`src/rtl/logc_pkg.sv`:
```
// Shared constants for the log-domain pixel mapping path.
package logc_pkg;

  // Display pixel format
  localparam int PIX_W   = 8;
  localparam int PIX_MAX = 255;

  // Width of the saturating clip counter
  localparam int CLIP_W  = 16;

  // Width of an unsigned log2 value comp_int.comp_frac
  function automatic int calc_lw(input int shift_width, input int frac_width);
    return shift_width + frac_width + 1;
  endfunction

endpackage

```
`src/rtl/logc_pix_stage.sv`:
```
// One pipeline register slice: valid bit, payload and line tag, loaded on en.
module logc_pix_stage
  import logc_pkg::*;
#(
  parameter int W = 8
) (
  input  logic         clk,
  input  logic         reset,
  input  logic         en,
  input  logic         in_valid,
  input  logic [W-1:0] in_data,
  input  logic         in_sol,
  input  logic         in_eol,
  output logic         out_valid,
  output logic [W-1:0] out_data,
  output logic         out_sol,
  output logic         out_eol
);

  // Capture the upstream slot whenever the whole pipe advances; bubbles load as valid=0
  always_ff @(posedge clk or posedge reset) begin
    if (reset) begin
      out_valid <= 1'b0;
      out_data  <= '0;
      out_sol   <= 1'b0;
      out_eol   <= 1'b0;
    end else if (en) begin
      out_valid <= in_valid;
      out_data  <= in_data;
      out_sol   <= in_sol;
      out_eol   <= in_eol;
    end
  end

endmodule

```
`src/rtl/logc_pixel_map.sv`:
```
// Maps log2 samples to 8-bit display pixels: black-level subtract, gain, clamp.
// Three lock-step pipeline stages; black/gain are shadowed and switched only at line start.
module logc_pixel_map
  import logc_pkg::*;
#(
  parameter int SHIFT_WIDTH = 6,
  parameter int FRAC_WIDTH  = 16,
  parameter int NORM_WIDTH  = 17,
  parameter int GAIN_WIDTH  = 16,
  parameter int GAIN_FRAC   = 8,
  parameter int LINE_LEN    = 256,
  parameter int DEF_BLACK   = 0,
  parameter int DEF_GAIN    = 256
) (
  input  logic                                   clk,
  input  logic                                   reset,
  input  logic                                   in_valid,
  output logic                                   in_ready,
  input  logic [SHIFT_WIDTH-1:0]                 comp_int,
  input  logic [NORM_WIDTH-1:0]                  comp_frac,
  input  logic [calc_lw(SHIFT_WIDTH,FRAC_WIDTH)-1:0] cfg_black,
  input  logic [GAIN_WIDTH-1:0]                  cfg_gain,
  input  logic                                   cfg_load,
  output logic                                   out_valid,
  input  logic                                   out_ready,
  output logic [PIX_W-1:0]                       pix,
  output logic                                   pix_sol,
  output logic                                   pix_eol,
  output logic [CLIP_W-1:0]                      clip_cnt
);

  localparam int LW    = calc_lw(SHIFT_WIDTH, FRAC_WIDTH);
  localparam int DW    = LW + 1;                  // signed difference
  localparam int PW    = DW + GAIN_WIDTH + 1;     // signed product
  localparam int SH    = FRAC_WIDTH + GAIN_FRAC;  // product scale back to integer pixels
  localparam int IDX_W = (LINE_LEN > 1) ? $clog2(LINE_LEN) : 1;
  localparam int S1_W  = DW + GAIN_WIDTH;
  localparam int S3_W  = PIX_W + 1;

  logic                  advance;
  logic                  accept;
  logic [IDX_W-1:0]      in_idx;
  logic                  line_start;
  logic                  line_end;

  logic [LW-1:0]         act_black;
  logic [GAIN_WIDTH-1:0] act_gain;
  logic [LW-1:0]         pend_black;
  logic [GAIN_WIDTH-1:0] pend_gain;
  logic                  pend;
  logic                  swap;
  logic [LW-1:0]         eff_black;
  logic [GAIN_WIDTH-1:0] eff_gain;

  logic [LW-1:0]         l_val;
  logic signed [DW-1:0]  d_val;
  logic [S1_W-1:0]       s1_in;

  logic                  s1_valid, s1_sol, s1_eol;
  logic [S1_W-1:0]       s1_data;
  logic signed [DW-1:0]  s1_d;
  logic [GAIN_WIDTH-1:0] s1_gain;
  logic signed [PW-1:0]  p_val;

  logic                  s2_valid, s2_sol, s2_eol;
  logic [PW-1:0]         s2_data;
  logic signed [PW-1:0]  q_val;
  logic                  q_neg;
  logic                  q_over;
  logic [PIX_W-1:0]      pix_val;

  logic [S3_W-1:0]       s3_data;
  logic                  s3_clip;

  assign advance    = !out_valid || out_ready;
  assign in_ready   = advance;
  assign accept     = in_valid && advance;
  assign line_start = (in_idx == '0);
  assign line_end   = (in_idx == IDX_W'(LINE_LEN - 1));

  // A pending config takes over at an accepted line start, unless a new load arrives that same cycle
  assign swap      = accept && line_start && pend && !cfg_load;
  assign eff_black = swap ? pend_black : act_black;
  assign eff_gain  = swap ? pend_gain  : act_gain;

  // S1 arithmetic: assemble the log value and remove the black level
  assign l_val = LW'({comp_int, {FRAC_WIDTH{1'b0}}}) + LW'(comp_frac);
  assign d_val = $signed({1'b0, l_val}) - $signed({1'b0, eff_black});
  assign s1_in = {d_val, eff_gain};

  // S2 arithmetic: signed difference times unsigned gain
  assign s1_d    = $signed(s1_data[S1_W-1:GAIN_WIDTH]);
  assign s1_gain = s1_data[GAIN_WIDTH-1:0];
  assign p_val   = PW'(s1_d) * PW'($signed({1'b0, s1_gain}));

  // S3 arithmetic: floor-scale and clamp to the pixel range
  assign q_val   = $signed(s2_data) >>> SH;
  assign q_neg   = q_val[PW-1];
  assign q_over  = !q_neg && (|q_val[PW-1:PIX_W]);
  assign pix_val = q_neg ? '0 : (q_over ? PIX_W'(PIX_MAX) : q_val[PIX_W-1:0]);

  assign pix     = s3_data[PIX_W-1:0];
  assign s3_clip = s3_data[PIX_W];

  // Sample position within the line; wraps after the last sample
  always_ff @(posedge clk or posedge reset) begin
    if (reset) begin
      in_idx <= '0;
    end else if (accept) begin
      in_idx <= line_end ? '0 : in_idx + 1'b1;
    end
  end

  // Config shadow: loads go to pending, pending becomes active at a line start
  always_ff @(posedge clk or posedge reset) begin
    if (reset) begin
      act_black  <= LW'(DEF_BLACK);
      act_gain   <= GAIN_WIDTH'(DEF_GAIN);
      pend_black <= '0;
      pend_gain  <= '0;
      pend       <= 1'b0;
    end else if (cfg_load) begin
      pend_black <= cfg_black;
      pend_gain  <= cfg_gain;
      pend       <= 1'b1;
    end else if (swap) begin
      act_black  <= pend_black;
      act_gain   <= pend_gain;
      pend       <= 1'b0;
    end
  end

  // Clipped-pixel counter: cleared by a config load, saturates at all-ones
  always_ff @(posedge clk or posedge reset) begin
    if (reset) begin
      clip_cnt <= '0;
    end else if (cfg_load) begin
      clip_cnt <= '0;
    end else if (out_valid && out_ready && s3_clip && (clip_cnt != '1)) begin
      clip_cnt <= clip_cnt + 1'b1;
    end
  end

  logc_pix_stage #(.W(S1_W)) u_s1 (
    .clk(clk), .reset(reset), .en(advance),
    .in_valid(accept), .in_data(s1_in), .in_sol(line_start), .in_eol(line_end),
    .out_valid(s1_valid), .out_data(s1_data), .out_sol(s1_sol), .out_eol(s1_eol)
  );

  logc_pix_stage #(.W(PW)) u_s2 (
    .clk(clk), .reset(reset), .en(advance),
    .in_valid(s1_valid), .in_data(p_val), .in_sol(s1_sol), .in_eol(s1_eol),
    .out_valid(s2_valid), .out_data(s2_data), .out_sol(s2_sol), .out_eol(s2_eol)
  );

  logc_pix_stage #(.W(S3_W)) u_s3 (
    .clk(clk), .reset(reset), .en(advance),
    .in_valid(s2_valid), .in_data({q_over, pix_val}), .in_sol(s2_sol), .in_eol(s2_eol),
    .out_valid(out_valid), .out_data(s3_data), .out_sol(pix_sol), .out_eol(pix_eol)
  );

endmodule

```
`config.mk`:
```
export PLATFORM = sky130hd
export DESIGN_NAME = logc_pixel_map
export DESIGN_NICKNAME = d
export VERILOG_FILES = /design/src/rtl/logc_pkg.sv /design/src/rtl/logc_pix_stage.sv /design/src/rtl/logc_pixel_map.sv
export SDC_FILE = /design/constraint.sdc
export NUM_CORES = 1
export LEC_CHECK = 0
export BUFFER_PORTS_ARGS = -buffer_cell sky130_fd_sc_hd__buf_2
export CAP_MARGIN = 20
export CELL_PAD_IN_SITES_DETAIL_PLACEMENT = 0
export CELL_PAD_IN_SITES_GLOBAL_PLACEMENT = 1
export CORE_MARGIN = 2
export CORE_UTILIZATION = 51
export CTS_CLUSTER_DIAMETER = 60
export DETAILED_ROUTE_END_ITERATION = 8
export PLACE_DENSITY_LB_ADDON = 0.1
export RECOVER_POWER = 100
export SKIP_LAST_GASP = 1
export SYNTH_ARGS = -nofsm -noshare
export SYNTH_HDL_FRONTEND = slang
export SYNTH_SLANG_ARGS = --single-unit
```
`constraint.sdc`:
```
create_clock -name clk -period 7.9 [get_ports clk]
set_input_delay 1.185 -clock clk [delete_from_list [all_inputs] [get_ports clk]]
set_output_delay 1.185 -clock clk [all_outputs]
set_load 0.1 [all_outputs]
```
After elaboration in Yosys (flattened, before gate mapping). Cells that the tools add are included.

Add/subtract/negate cells: 4. Multipliers: 1. Equal/unequal tests: 2. Multiplexer cells: 9. Reductions and logical operators: 16.

Operators with widths (count): two-way mux 16 bit (3); multiplier 24 x 17 -> 41 bit (1); two-way mux 8 bit (3); subtractor 23 x 23 -> 24 bit (1); adder 22 x 17 -> 23 bit (1); two-way mux 23 bit (1); adder 16 x 1 -> 16 bit (second input constant) (1); inequality test 16 bit (second input constant) (1); OR reduction 9 bit (1); adder 8 x 1 -> 8 bit (second input constant) (1); equality test 8 bit (second input constant) (1); logical AND 1 bit (8); zero test 8 bit (1); nonzero test 2 bit (2); zero test 1 bit (3); two-way mux 1 bit (2); logical OR 1 bit (1).

Register bits: 202. Input port bits: 67. Output and inout port bits: 28.

Depth between registers and ports, before layout.
Depth in word-level cells: 8. Depth in mapped cells: 25. Gate-level depth less buffers: 24.

Cells and area by module. Synthesis repeated with hierarchy kept, for this count alone.

Cells, all modules: 2351. Area, all modules: 23995.5 µm².

By module, submodules not included: logc_pixel_map (times used 1, cells an instance 2139, area each 19860.3 µm²); logc_pix_stage (u_s2) (times used 1, cells an instance 94, area each 1841.8 µm²); logc_pix_stage (u_s1) (times used 1, cells an instance 92, area each 1805.5 µm²); logc_pix_stage (u_s3) (times used 1, cells an instance 26, area each 488.0 µm²).

Worst setup path after synthesis. OpenSTA, ideal clock, no wires.

Path kind: register to register. Start: register u_s1.out_data[39]. End: register u_s2.out_data[37]. Setup time: 0.135 ns. Data arrival time: 5.840 ns. Data required time: 7.765 ns. Path slack: 1.924 ns. Cell stages (with the launch flop): 23. Buffers on the path: 2. Cells stage by stage: dfrtp_1 -> clkbuf_1 -> clkbuf_1 -> nand2_1 -> fa_1 -> fa_1 -> inv_1 -> fa_1 -> fa_1 -> fa_1 -> inv_1 -> fa_1 -> inv_1 -> ha_1 -> a21oi_1 -> nand2_1 -> a211oi_2 -> nand3_2 -> a41oi_2 -> nor2_1 -> a21o_1 -> a211oi_1 -> o31ai_1.

Longest elaborated chain between the ends: 1.

Ends and longest elaborated chain: start: declaration (RTL line logc_pix_stage.sv:15) `output logic [W-1:0] out_data,`; start signal: assignment (RTL line logc_pix_stage.sv:29) `out_data <= in_data;`; multiplier 24 x 17 -> 41 bit (RTL line logc_pixel_map.sv:94) `assign p_val = PW'(s1_d) * PW'($signed({1'b0, s1_gain}));`; end signal: assignment (RTL line logc_pix_stage.sv:29); end: declaration (RTL line logc_pix_stage.sv:15).

Every way passes these cells. A chain may end at the register's enable or synchronous reset.

Worst setup path in the final report.
Start: register u_s1.out_data[3]. End: register u_s2.out_data[39].

The elaborated chain is that of the path after synthesis.

==> results.toml <==
[run_status]
status = "complete, but fails checks"
violations = "capacitance limit, slew limit"

[detailed_routing]
via_per_inst = 5.23
firstDrtPassIters = 5
drc = 0
ant_nets = 0
drtIter0Drc = 582
wirelength_um = 49700
vias = 14700
wl_per_cell_um = 17.6

[synthesis]
syn_area_per_cell_um2 = 9.68
synth.mux.area_fraction_pct = 4.24
syn_nets = 2827
async_flop_share_pct = 100
dominantRegCellSynth = "dfrtp_1"
synth_edf_count = 0
syn-cell-area_mm2 = 0.0217
synth.distinct_cells = 63
synth_top_family_by_area = "adder cells"
yosysWarningCount = 0
synthXorXnorAreaFrac_pct = 2.47
synth-simple-area-share_pct = 13.6
synthCells = 2238
synth_compound_area_share_pct = 5.50
ys_ff_latch = 178
synth_seq_area_share_pct = 20.6
synth_fa_ha_area_share_pct = 43.2

[final_layout]
synthToLayoutAreaGrowth_pct = 6.28
drive_gt1_share_pct = 7.68
final_cell_mix = "inv_1, fa_1, nand2_1"
finalNonFillerCells = 2818
fin_nets = 2854
final_area_mm2 = 0.0230
nFillCells = 3879
layout_commonest_cell = "inv_1"

[worst_setup_path]
cp-end-kind = "flop"
criticalPathCategory = "reg2reg"
r2r_start = "u_s1.out_data[3]"
startpoint = "u_s1.out_data[3]"
required_ns = 8.24
cp_data_arrival_time_ns = 7.58
rrSetupSlack_ns = 0.66
start_kind = "flop"
path_max_fanout = 25

[global_routing]
grt_overflow = 0
antenna_found_initial = 2
grt_pass1_vias = 16000
grt_start_max_net_pins = 116
grt_pass1_wl_um = 82400
grt_use_total_pct = 24.1

[placed_design]
placed_area_mm2 = 0.0225
gp_congestion = 0.830
io_buffers = 94
placed_cells = 2784
place_hpwl_um = 39300

[clocking]
post-cts-setup-buffers = 0
post_cts_resized = 0
root_buffer = "clkbuf_16"
cts_sinks = 178
clockBufferDepth = 2
clkTransAtPathRegs_ns = 0.08
htreeDepth = 4
cts_tree = "yes"
hold_buffers = 0
cts_made_buffers = 17
clock_latency_ns = 0.46

[die]
core-area_mm2 = 0.0419
dieArea_mm2 = 0.0441
start_util_pct = 51.6
die_h_um = 210
rows = 75
pin_count = 95
fp.dieW_um = 210

[sta]
tightest_slew_ns = 5.02
hold_viol_final = 0
skew_ns = 0.0101
fin_crit_sh_pct = 91.6
slew_viol_final = 397
worst_slew_margin_rel_pct = -237
min_period_ns = 7.24
rsz0062_at_grt = "no"
setup_violations = 0
setup-tns-final_ns = 0
fmax_ghz = 0.138

[min_path]
hp-class = "reg2reg"
min_from = "u_s2.out_eol"

[run]
maxCapViolCount = 6
[worst paths after layout]
kind | end | depth (start not counted)
max in group asynchronous | u_s2.out_data[31] | 3
setup reg to reg | u_s2.out_data[39] | 20
setup / recovery | u_s2.out_data[39] | 20
hold / removal | u_s3.out_eol | 2
hold reg to reg | u_s3.out_eol | 2
min in group asynchronous | pend_black[10] | 2
[flip-flops by register name (all words and copies together) (netlist names), 8 cells and up]
name and flops:
act_black 23, act_gain 16, u_s2.out_data 17, u_s3.out_data 9
in_idx 8, u_s1.out_data 40, pend_gain 16, clip_cnt 16
pend_black 23
[logic make-up after synthesis]
group,Yosys count
AO/OA/AOI/OAI,171
XOR/XNOR,61
adder cells (fa/ha/maj),522
buffers and inverters,588
flip-flops,178
multiplexers,84
AND/OR/NAND/NOR,634
[synthesized netlist by cell type (9+ instances only)]
library cell	number	area, µm²
buf_4	11	82.6
clkbuf_1	79	297
ha_1	145	1810
fa_1	377	7550
dfrtp_1	177	4430
and2_1	150	938
o21ai_0	29	145
inv_1	489	1840
a211o_1	9	78.8
nand2_1	302	1130
a21oi_1	57	285
xnor2_1	35	307
a21o_1	18	135
nor3b_1	10	75.1
nand3_1	19	95.1
mux2i_1	22	220
nor2_1	109	409
and3_1	9	56.3
xor2_1	26	228
nand4_1	10	62.6
mux2_2	62	698
[worst max-delay path: stages, from the launching register on]
cell	delay, ns
dfrtp_1	1.08
nand2_1	0.20
fa_1	0.54
fa_1	0.55
inv_1	0.04
ha_1	0.20
fa_1	0.45
ha_1	0.29
inv_1	0.04
fa_1	0.48
inv_1	0.04
ha_1	0.28
nand3_1	0.07
nor3_1	0.93
o211ai_2	0.23
nand3_1	0.29
a41oi_2	0.22
o311ai_1	0.64
a21oi_2	0.13
xnor2_1	0.14
mux2_2	0.26
[metal layers]
metal / share of wire (%) / vias to the layer above / track usage (%) / routed length, µm
met5: 0 / - / 0 / 0
met4: 2.9 / 0 / 8.34 / 1450
met3: 2.7 / 74 / 2.47 / 1360
met2: 54 / 231 / 44.0 / 26600
met1: 41 / 7649 / 29.7 / 20300
li1: - / 6786 / - / -
[final cells by class]
cell class | instances | area [µm²] | share of cell area [%]
clock inverters | 15 | 201 | 0.875
multi-input cells | 1472 | 14900 | 64.8
clock buffers | 17 | 425 | 1.85
flip-flops and latches | 178 | 4460 | 19.4
inverters | 489 | 1840 | 7.98
well taps | 539 | 674 | 2.93
repair buffers | 107 | 507 | 2.20
diodes | 1 | 2.50 | 0.0109
[per-stage QoR]
| step | worst slack, ns | util [%] | hold WS, ns |
|---|---|---|---|
| 6_report | 0.665 | 54.9 | 0.480 |
| 5_1_grt | 0.335 | 54.9 | 0.495 |
| 4_1_cts | 0.998 | 55.1 | 0.483 |
| 3_5_place_dp | 1.02 | 53.6 | 0.458 |
| 3_3_place_gp | 1.10 | 53.6 | 0.452 |
| 2_1_floorplan | 1.89 | - | 0.430 |
Power is left out: the tool's default activity adds up to more than one toggle a clock period on the data nets, which glitch-free logic cannot reach.
